<file path="config.mk">
export PLATFORM = sky130hd
export DESIGN_NAME = dma_reset_ctrl
export DESIGN_NICKNAME = d
export VERILOG_FILES = /design/src/rtl/dma_rst_pkg.sv /design/src/rtl/rst_sync.sv /design/src/rtl/dma_reset_ctrl.sv
export SDC_FILE = /design/constraint.sdc
export NUM_CORES = 1
export LEC_CHECK = 0
export CAP_MARGIN = 25
export CORE_MARGIN = 4
export CORE_UTILIZATION = 40
export CTS_CLUSTER_DIAMETER = 200
export DETAILED_ROUTE_END_ITERATION = 10
export HOLD_SLACK_MARGIN = 0.1
export SYNTH_ARGS = -nofsm -noshare
export SYNTH_HDL_FRONTEND = slang
export SYNTH_HIERARCHICAL = 1
export SYNTH_SLANG_ARGS = --single-unit
</file>
<file path="constraint.sdc">
create_clock -name axi_aclk -period 2.1 [get_ports axi_aclk]
set_clock_uncertainty 0.2 [all_clocks]
set_input_delay 0.525 -clock axi_aclk [delete_from_list [all_inputs] [get_ports axi_aclk]]
set_output_delay 0.525 -clock axi_aclk [all_outputs]
set_load 0.01 [all_outputs]
</file>
<file path="src/rtl/dma_rst_pkg.sv">
// Shared types and defaults for the DMA reset sequencer.
package dma_rst_pkg;

  typedef enum logic [2:0] {
    StAssert,
    StRelMm2s,
    StRelS2mm,
    StRun,
    StDrain
  } rst_state_e;

  localparam int unsigned DefSyncStages  = 2;
  localparam int unsigned DefHoldCycles  = 16;
  localparam int unsigned DefStagger     = 4;
  localparam int unsigned DefDrainTimeout = 1024;

  // One shared counter serves all states, so size it for the largest terminal count.
  function automatic int unsigned cnt_width(input int unsigned hold, input int unsigned stagger,
                                            input int unsigned timeout);
    int unsigned m;
    m = hold;
    if (stagger > m) m = stagger;
    if (timeout > m) m = timeout;
    return $clog2(m + 1);
  endfunction

endpackage

</file>
<file path="src/rtl/rst_sync.sv">
// Active-high reset synchroniser: asynchronous assert, synchronous deassert.
module rst_sync #(
  parameter int unsigned SYNC_STAGES = 2
) (
  input  logic clk,
  input  logic rst_in,
  output logic rst_out
);

  logic [SYNC_STAGES-1:0] sync_q;

  always_ff @(posedge clk or posedge rst_in) begin
    if (rst_in) begin
      sync_q <= '1;
    end else begin
      sync_q <= {sync_q[SYNC_STAGES-2:0], 1'b0};
    end
  end

  assign rst_out = sync_q[SYNC_STAGES-1];

endmodule

</file>
<file path="src/rtl/dma_reset_ctrl.sv">
// Staged reset sequencer for the AXI DMA: power-on release, channel drain and soft reset.
module dma_reset_ctrl
  import dma_rst_pkg::*;
#(
  parameter int unsigned SYNC_STAGES   = DefSyncStages,
  parameter int unsigned HOLD_CYCLES   = DefHoldCycles,
  parameter int unsigned STAGGER       = DefStagger,
  parameter int unsigned DRAIN_TIMEOUT = DefDrainTimeout
) (
  input  logic axi_aclk,
  input  logic axi_reset,
  input  logic soft_rst_req,
  input  logic mm2s_busy,
  input  logic s2mm_busy,
  output logic core_rst,
  output logic mm2s_rst,
  output logic s2mm_rst,
  output logic halt_req,
  output logic soft_rst_pending,
  output logic rst_done,
  output logic drain_timeout
);

  localparam int unsigned CntW = cnt_width(HOLD_CYCLES, STAGGER, DRAIN_TIMEOUT);
  localparam logic [CntW-1:0] HoldLast  = CntW'(HOLD_CYCLES - 1);
  localparam logic [CntW-1:0] StagLast  = CntW'(STAGGER - 1);
  localparam logic [CntW-1:0] DrainLast = CntW'(DRAIN_TIMEOUT - 1);

  logic            sync_rst;
  rst_state_e      state_q, state_d;
  logic [CntW-1:0] cnt_q, cnt_d;
  logic            core_d, mm2s_d, s2mm_d, halt_d, pending_d, done_d, timeout_d;

  rst_sync #(
    .SYNC_STAGES(SYNC_STAGES)
  ) u_rst_sync (
    .clk    (axi_aclk),
    .rst_in (axi_reset),
    .rst_out(sync_rst)
  );

  always_ff @(posedge axi_aclk or posedge axi_reset) begin
    if (axi_reset) begin
      state_q <= StAssert;
      cnt_q   <= '0;
    end else begin
      state_q <= state_d;
      cnt_q   <= cnt_d;
    end
  end

  always_comb begin
    state_d   = state_q;
    cnt_d     = cnt_q + CntW'(1);
    done_d    = 1'b0;
    pending_d = soft_rst_pending;
    timeout_d = drain_timeout;
    if (sync_rst) begin
      state_d   = StAssert;
      cnt_d     = '0;
      pending_d = 1'b0;
      timeout_d = 1'b0;
    end else begin
      unique case (state_q)
        StAssert: begin
          if (cnt_q == HoldLast) begin
            state_d = StRelMm2s;
            cnt_d   = '0;
          end
        end
        StRelMm2s: begin
          if (cnt_q == StagLast) begin
            state_d = StRelS2mm;
            cnt_d   = '0;
          end
        end
        StRelS2mm: begin
          if (cnt_q == StagLast) begin
            state_d   = StRun;
            cnt_d     = '0;
            done_d    = 1'b1;
            pending_d = 1'b0;
          end
        end
        StRun: begin
          cnt_d = '0;
          if (soft_rst_req) begin
            state_d   = StDrain;
            pending_d = 1'b1;
            timeout_d = 1'b0;
          end
        end
        StDrain: begin
          if (!(mm2s_busy || s2mm_busy)) begin
            state_d = StAssert;
            cnt_d   = '0;
          end else if (cnt_q == DrainLast) begin
            state_d   = StAssert;
            cnt_d     = '0;
            timeout_d = 1'b1;
          end
        end
        default: begin
          state_d = StAssert;
          cnt_d   = '0;
        end
      endcase
    end
  end

  // Outputs are decoded from the next state and registered alongside it.
  always_comb begin
    core_d = (state_d == StAssert);
    mm2s_d = core_d || (state_d == StRelMm2s);
    s2mm_d = mm2s_d || (state_d == StRelS2mm);
    halt_d = (state_d == StDrain);
  end

  always_ff @(posedge axi_aclk or posedge axi_reset) begin
    if (axi_reset) begin
      core_rst         <= 1'b1;
      mm2s_rst         <= 1'b1;
      s2mm_rst         <= 1'b1;
      halt_req         <= 1'b0;
      soft_rst_pending <= 1'b0;
      rst_done         <= 1'b0;
      drain_timeout    <= 1'b0;
    end else begin
      core_rst         <= core_d;
      mm2s_rst         <= mm2s_d;
      s2mm_rst         <= s2mm_d;
      halt_req         <= halt_d;
      soft_rst_pending <= pending_d;
      rst_done         <= done_d;
      drain_timeout    <= timeout_d;
    end
  end

endmodule

</file>
# Word-level counts from Yosys, hierarchy flattened
# Cells that the tools add are included.
# op_classes
addsub	1
eq_ne	14
muxes	26
n_reduce_logical	10
# ops
operator	count
11-bit 2-to-1 mux	5
11-bit one-hot mux with 3 select lines	1
3-bit 2-to-1 mux	7
3-bit one-hot mux with 5 select lines	1
3-bit by 2-bit != test with 1-bit output (second input constant)	4
11-bit by 1-bit adder with 11-bit output (second input constant)	1
11-bit by 10-bit equality test with 1-bit output (second input constant)	1
11-bit by 2-bit equality test with 1-bit output (second input constant)	1
11-bit by 4-bit equality test with 1-bit output (second input constant)	1
1-bit 2-to-1 mux	10
3-bit by 2-bit equality test with 1-bit output (second input constant)	3
3-bit by 1-bit equality test with 1-bit output (second input constant)	2
3-bit equality test (second input constant)	2
3-bit logical NOT	2
3-bit nonzero test	2
1-bit one-hot mux with 2 select lines	2
4-bit AND reduction	1
1-bit logical OR	3
3-bit AND reduction	1
2-bit OR reduction	1
# word_totals
register_bits	23
word_cells	61

# Logic depth before layout (Yosys ltp)
# depth
ltp_word	8
ltp_mapped	7
depth_no_buf	6

# Hierarchy
# Netlist, hierarchy kept.
# by_module_without_submodules
module	instances	cells_per_inst	area_each_um2	seq_area_each_um2
dma_reset_ctrl	1	113	1063.5	529.3
rst_sync	1	4	60.1	52.6

# Least setup slack after synthesis
# No wires, ideal clock.
# synth_path
path_type	register to register
start	register cnt_q[0]
end	register s2mm_rst
setup_ps	68
arrival_ps	2003
t_required_ps	1832
slack_ps	-171
stages_incl_launch_ff	8
n_path_buf	1
synth_period_minus_slack_ps	2271
cell_sequence	dfrtp_1 -> ha_1 -> or4b_4 -> or4_1 -> buf_2 -> mux2i_1 -> nand2_1 -> a21oi_2
# synth_via
elab_chain_len	8
elab_cells_between_ends	15
cone_classes	eq/ne (5); mux (7); reduce/logical (3)
# synth_rtl
element	line_no	source
from (decl)	dma_reset_ctrl.sv:31	logic [CntW-1:0] cnt_q, cnt_d;
from (signal assigned)	dma_reset_ctrl.sv:48	cnt_q <= cnt_d;
11-bit by 10-bit equality test with 1-bit output	dma_reset_ctrl.sv:97	end else if (cnt_q == DrainLast) begin
3-bit 2-to-1 mux	dma_reset_ctrl.sv:97	
3-bit 2-to-1 mux	dma_reset_ctrl.sv:94	if (!(mm2s_busy || s2mm_busy)) begin
3-bit one-hot mux with 5 select lines (*)	dma_reset_ctrl.sv:64	unique case (state_q)
3-bit 2-to-1 mux (*)	dma_reset_ctrl.sv:58	if (sync_rst) begin
3-bit by 1-bit equality test with 1-bit output / 3-bit logical NOT (equally long branches)	dma_reset_ctrl.sv:114, dma_reset_ctrl.sv:113	
1-bit logical OR	dma_reset_ctrl.sv:114	mm2s_d = core_d || (state_d == StRelMm2s);
1-bit logical OR (*)	dma_reset_ctrl.sv:115	s2mm_d = mm2s_d || (state_d == StRelS2mm);
net s2mm_d	dma_reset_ctrl.sv:32	logic core_d, mm2s_d, s2mm_d, halt_d, pending_d, done_d, timeout_d;
to (signal assigned)	dma_reset_ctrl.sv:131	s2mm_rst <= s2mm_d;
to (decl)	dma_reset_ctrl.sv:17	output logic s2mm_rst,
# Mark *: on every way through the listed nets, which the timed path passes. The rest lies on a longest branch.
# A chain may end at the register's enable or synchronous reset.

# Worst setup path in the final report
# layout_path
start	register cnt_q[1]
end	register state_q[0]
# layout_via
elab_chain_len	5
elab_cells_between_ends	10
cone_classes	eq/ne (3); mux (7)
# layout_rtl
element	line_no	source
11-bit by 10-bit equality test with 1-bit output	dma_reset_ctrl.sv:97	
3-bit 2-to-1 mux	dma_reset_ctrl.sv:97	
3-bit 2-to-1 mux	dma_reset_ctrl.sv:94	
3-bit one-hot mux with 5 select lines (*)	dma_reset_ctrl.sv:64	
3-bit 2-to-1 mux (*)	dma_reset_ctrl.sv:58	
net state_d[0]	dma_reset_ctrl.sv:30	rst_state_e state_q, state_d;
to (signal assigned)	dma_reset_ctrl.sv:44	state_q <= StAssert;
to (signal assigned)	dma_reset_ctrl.sv:47	state_q <= state_d;
to (decl)	dma_reset_ctrl.sv:30	
# Marked as above.

==> metrics.md <==
| Metric | Value |
|---|---|
| Post-synth EDFFs | 0 |
| WP data arrival | 2.22 ns |
| Max FO, Critical Path | 5 |
| Simple-gate share of the synthesized area | 0.233 |
| Area post-placement | 1390 um^2 |
| Maximum vdd drop | 0.400 mV |
| Syn Area/Cell | 9.60 um^2 |
| Met3 Track Usage GR | 0.0191 |
| Fin worst setup slack | -0.102 ns |
| Hold/Removal Path Class | reg -> reg |
| Final min period | 2.20 ns |
| Final Max Tran Viols | 0 |
| Post-synthesis mux area share | 0.00891 |
| Max cap viols | 0 |
| Worst Setup End Kind | flop |
| Die Y | 61 um |
| RSZ-0062 raised after global routing | yes |
| Clock Path Buffers | 2 |
| Hold buffers post-CTS | 0 |
| Vias per Instance | 5.34 |
| Largest family of logic cells by synthesized area | simple AND/OR/NAND/NOR gates |
| Pleak | 0.633 nW |
| DRC | 0 |
| Top post-synthesis cells by count | nor2_1, dfrtp_1, nand2_1 |
| Gr usage total | 0.144 |
| Dpl cells | 171 |
| M1 GR Usage | 0.201 |
| Worst r2r src | cnt_q[1] |
| Die Footprint | 3720 um^2 |
| Synthesis-to-finish area growth | 27.7% |
| Clock Latency Late Sink | 0.31 ns |
| Final setup fails | 2 |
| Yosys top cell by area | dfrtp_1 |
| PwrDens | 501 nW/um^2 |
| Post-DP HPWL | 1.75 mm |
| Ys async rst share | 1.00 |
| Post-Syn Instances | 117 |
| Synth area leaders | dfrtp_1, dfstp_2, nor2_1 |
| Core area | 2570 um^2 |
| Synth cell types | 36 |
| Drt initial violations | 40 |
| Initial Utilization | 0.438 |
| Synthesized area | 1120 um^2 |
| GR peak layer | met2 |
| Number of global-route vias before repair | 887 |
| Startpoint type of the worst setup path | flop |
| R2R Setup Slk | -0.10 ns |
| Std-Cell Rows | 18 |
| Fmax achieved | 454 MHz |
| Clock root buffer master | clkbuf_4 |
| Clk sinks | 23 |
| H-Tree Depth | 1 |
| Design Area, Final | 1440 um^2 |
| Top-area cell type share of the netlist area | 0.401 |
| Critical Path Start | cnt_q[1] |
| Crit share post-route | 1.05 |
| ANT nets after route | 0 |
| Initial antenna violation count | 0 |
| Via count | 945 |
| Ant diodes | 0 |
| Setup CP Type | reg -> reg |
| Total CTS buffers | 3 |
| Adder-cell share of the synthesized area | 0.0111 |
| Overflow after GRT | 0 |
| IO buf count | 11 |
| Global-route wire length before repair | 3.91 mm |
| CTS tree | done |
| Detailed Route WL | 2.32 mm |
| TritonRoute pass-1 iters | 5 |
| Synth Area in Compound Gates | 0.133 |
| Drt wl/cell | 13.1 um |
| Failing checks | negative setup slack |
| Required @ worst endpoint | 2.12 ns |
| Final Hold Vio Count | 0 |
| # IOs | 12 |
| Sum Neg Setup Slack | -0.189 ns |
| YS warnings | 6 |
| Global routing usage on met2 | 0.214 |
| Synth Area in XOR/XNOR | 0.0624 |
| Layout cells sized above 1 | 0.238 |
| Post-Syn Nets | 123 |
| Clock Pin Slew Worst Setup and Hold Paths | 0.12 ns |
| Predominant post-synthesis flop cell | dfrtp_1 |
| Hold Startpoint | u_rst_sync/sync_q[0] |
| Most frequent cell after synthesis | nor2_1 |
| FF+latch count, synth | 23 |
| Nets | 154 |
| Non-filler cells, final | 177 |
| Routability congestion estimate from global placement | 0.841 |
| Status | finished, violations left |
| Pre-CTS setup slack | -0.180 ns |
| Die X | 61 um |
| Sequential area share after synthesis | 0.518 |
| Pin count of the biggest net entering global routing | 22 |
cells in the final DEF (no fill, tap or decap), types with 4 or more instances in the layout:
master / Yosys / routed
nor2_1: 20 / 20
buf_4: 0 / 20
dfrtp_1: 18 / 18
nand2_1: 10 / 10
clkdlybuf4s50_1: 0 / 8
a21oi_1: 5 / 5
xor2_1: 5 / 5
dfstp_2: 5 / 5
nand3_1: 4 / 4
inv_1: 4 / 4
o21ai_0: 4 / 4
worst max-delay path: stages, from the launching register on:
cell and delay, ns:
dfrtp_1 0.39, ha_2 0.19, or4b_4 0.47, or4_4 0.47, mux2i_1 0.20, o21a_1 0.15, nor2_1 0.04
where the power goes:
| part | total [mW] | internal, mW | switching (mW) |
|---|---|---|---|
| combinational | 0.0532 | 0.0272 | 0.0260 |
| sequential | 0.460 | 0.452 | 0.00803 |
| clock | 0.206 | 0.0713 | 0.135 |
logic make-up after synthesis:
logic type               count (synthesis)
XOR/XNOR                                 8
other                                    1
AO/OA/AOI/OAI                           22
adder cells (fa/ha/maj)                  1
AND/OR/NAND/NOR                         52
buffers and inverters                    9
multiplexers                             1
flip-flops                              23
through the flow:
| step | power [mW] | util | hold WS, ns |
|---|---|---|---|
| floorplan | 0.493 | - | 0.145 |
| global placement | 0.516 | 0.542 | 0.148 |
| detailed placement | 0.518 | 0.542 | 0.154 |
| CTS | 0.727 | 0.556 | 0.172 |
| global route | 0.751 | 0.559 | 0.175 |
| finish | 0.719 | 0.559 | 0.169 |
sequential cells by signal, summed over array words and instances (netlist names):
name and cells:
core_rst 1, s2mm_rst 1, drain_timeout 1, soft_rst_pending 1, cnt_q 11, u_rst_sync/sync_q 2
state_q 3, rst_done 1, halt_req 1, mm2s_rst 1
final cells by class:
class / count / area (um^2)
well taps: 30 / 37.5
clock inverters: 1 / 5.00
multi-input cells: 85 / 517
repair buffers: 31 / 256
flip-flops and latches: 23 / 582
clock buffers: 3 / 22.5
inverters: 4 / 15.0
fillers: 238 / 1130
layer usage:
metal / share of wire / wire (um)
met5: 0 / 0
met4: 0.022 / 52
met3: 0.052 / 120
met2: 0.45 / 1050
met1: 0.47 / 1090
worst paths after layout:
check                                  endpoint  cells after the start
max                                  state_q[0]                      6
min                        u_rst_sync/sync_q[1]                      0
max reg2reg                          state_q[0]                      6
min reg2reg                u_rst_sync/sync_q[1]                      0
max in group asynchronous              core_rst                      3
min in group asynchronous  u_rst_sync/sync_q[1]                      2
timing repair:
| action | in CTS | in global routing |
|---|---|---|
| setup endpoints to repair | 9 | 11 |
| gates cloned | 0 | 0 |
| gates resized for setup | 4 | 0 |
| pin swaps | 0 | 1 |
| buffers inserted | 1 | 1 |
(Power assumes the default switching activity.)
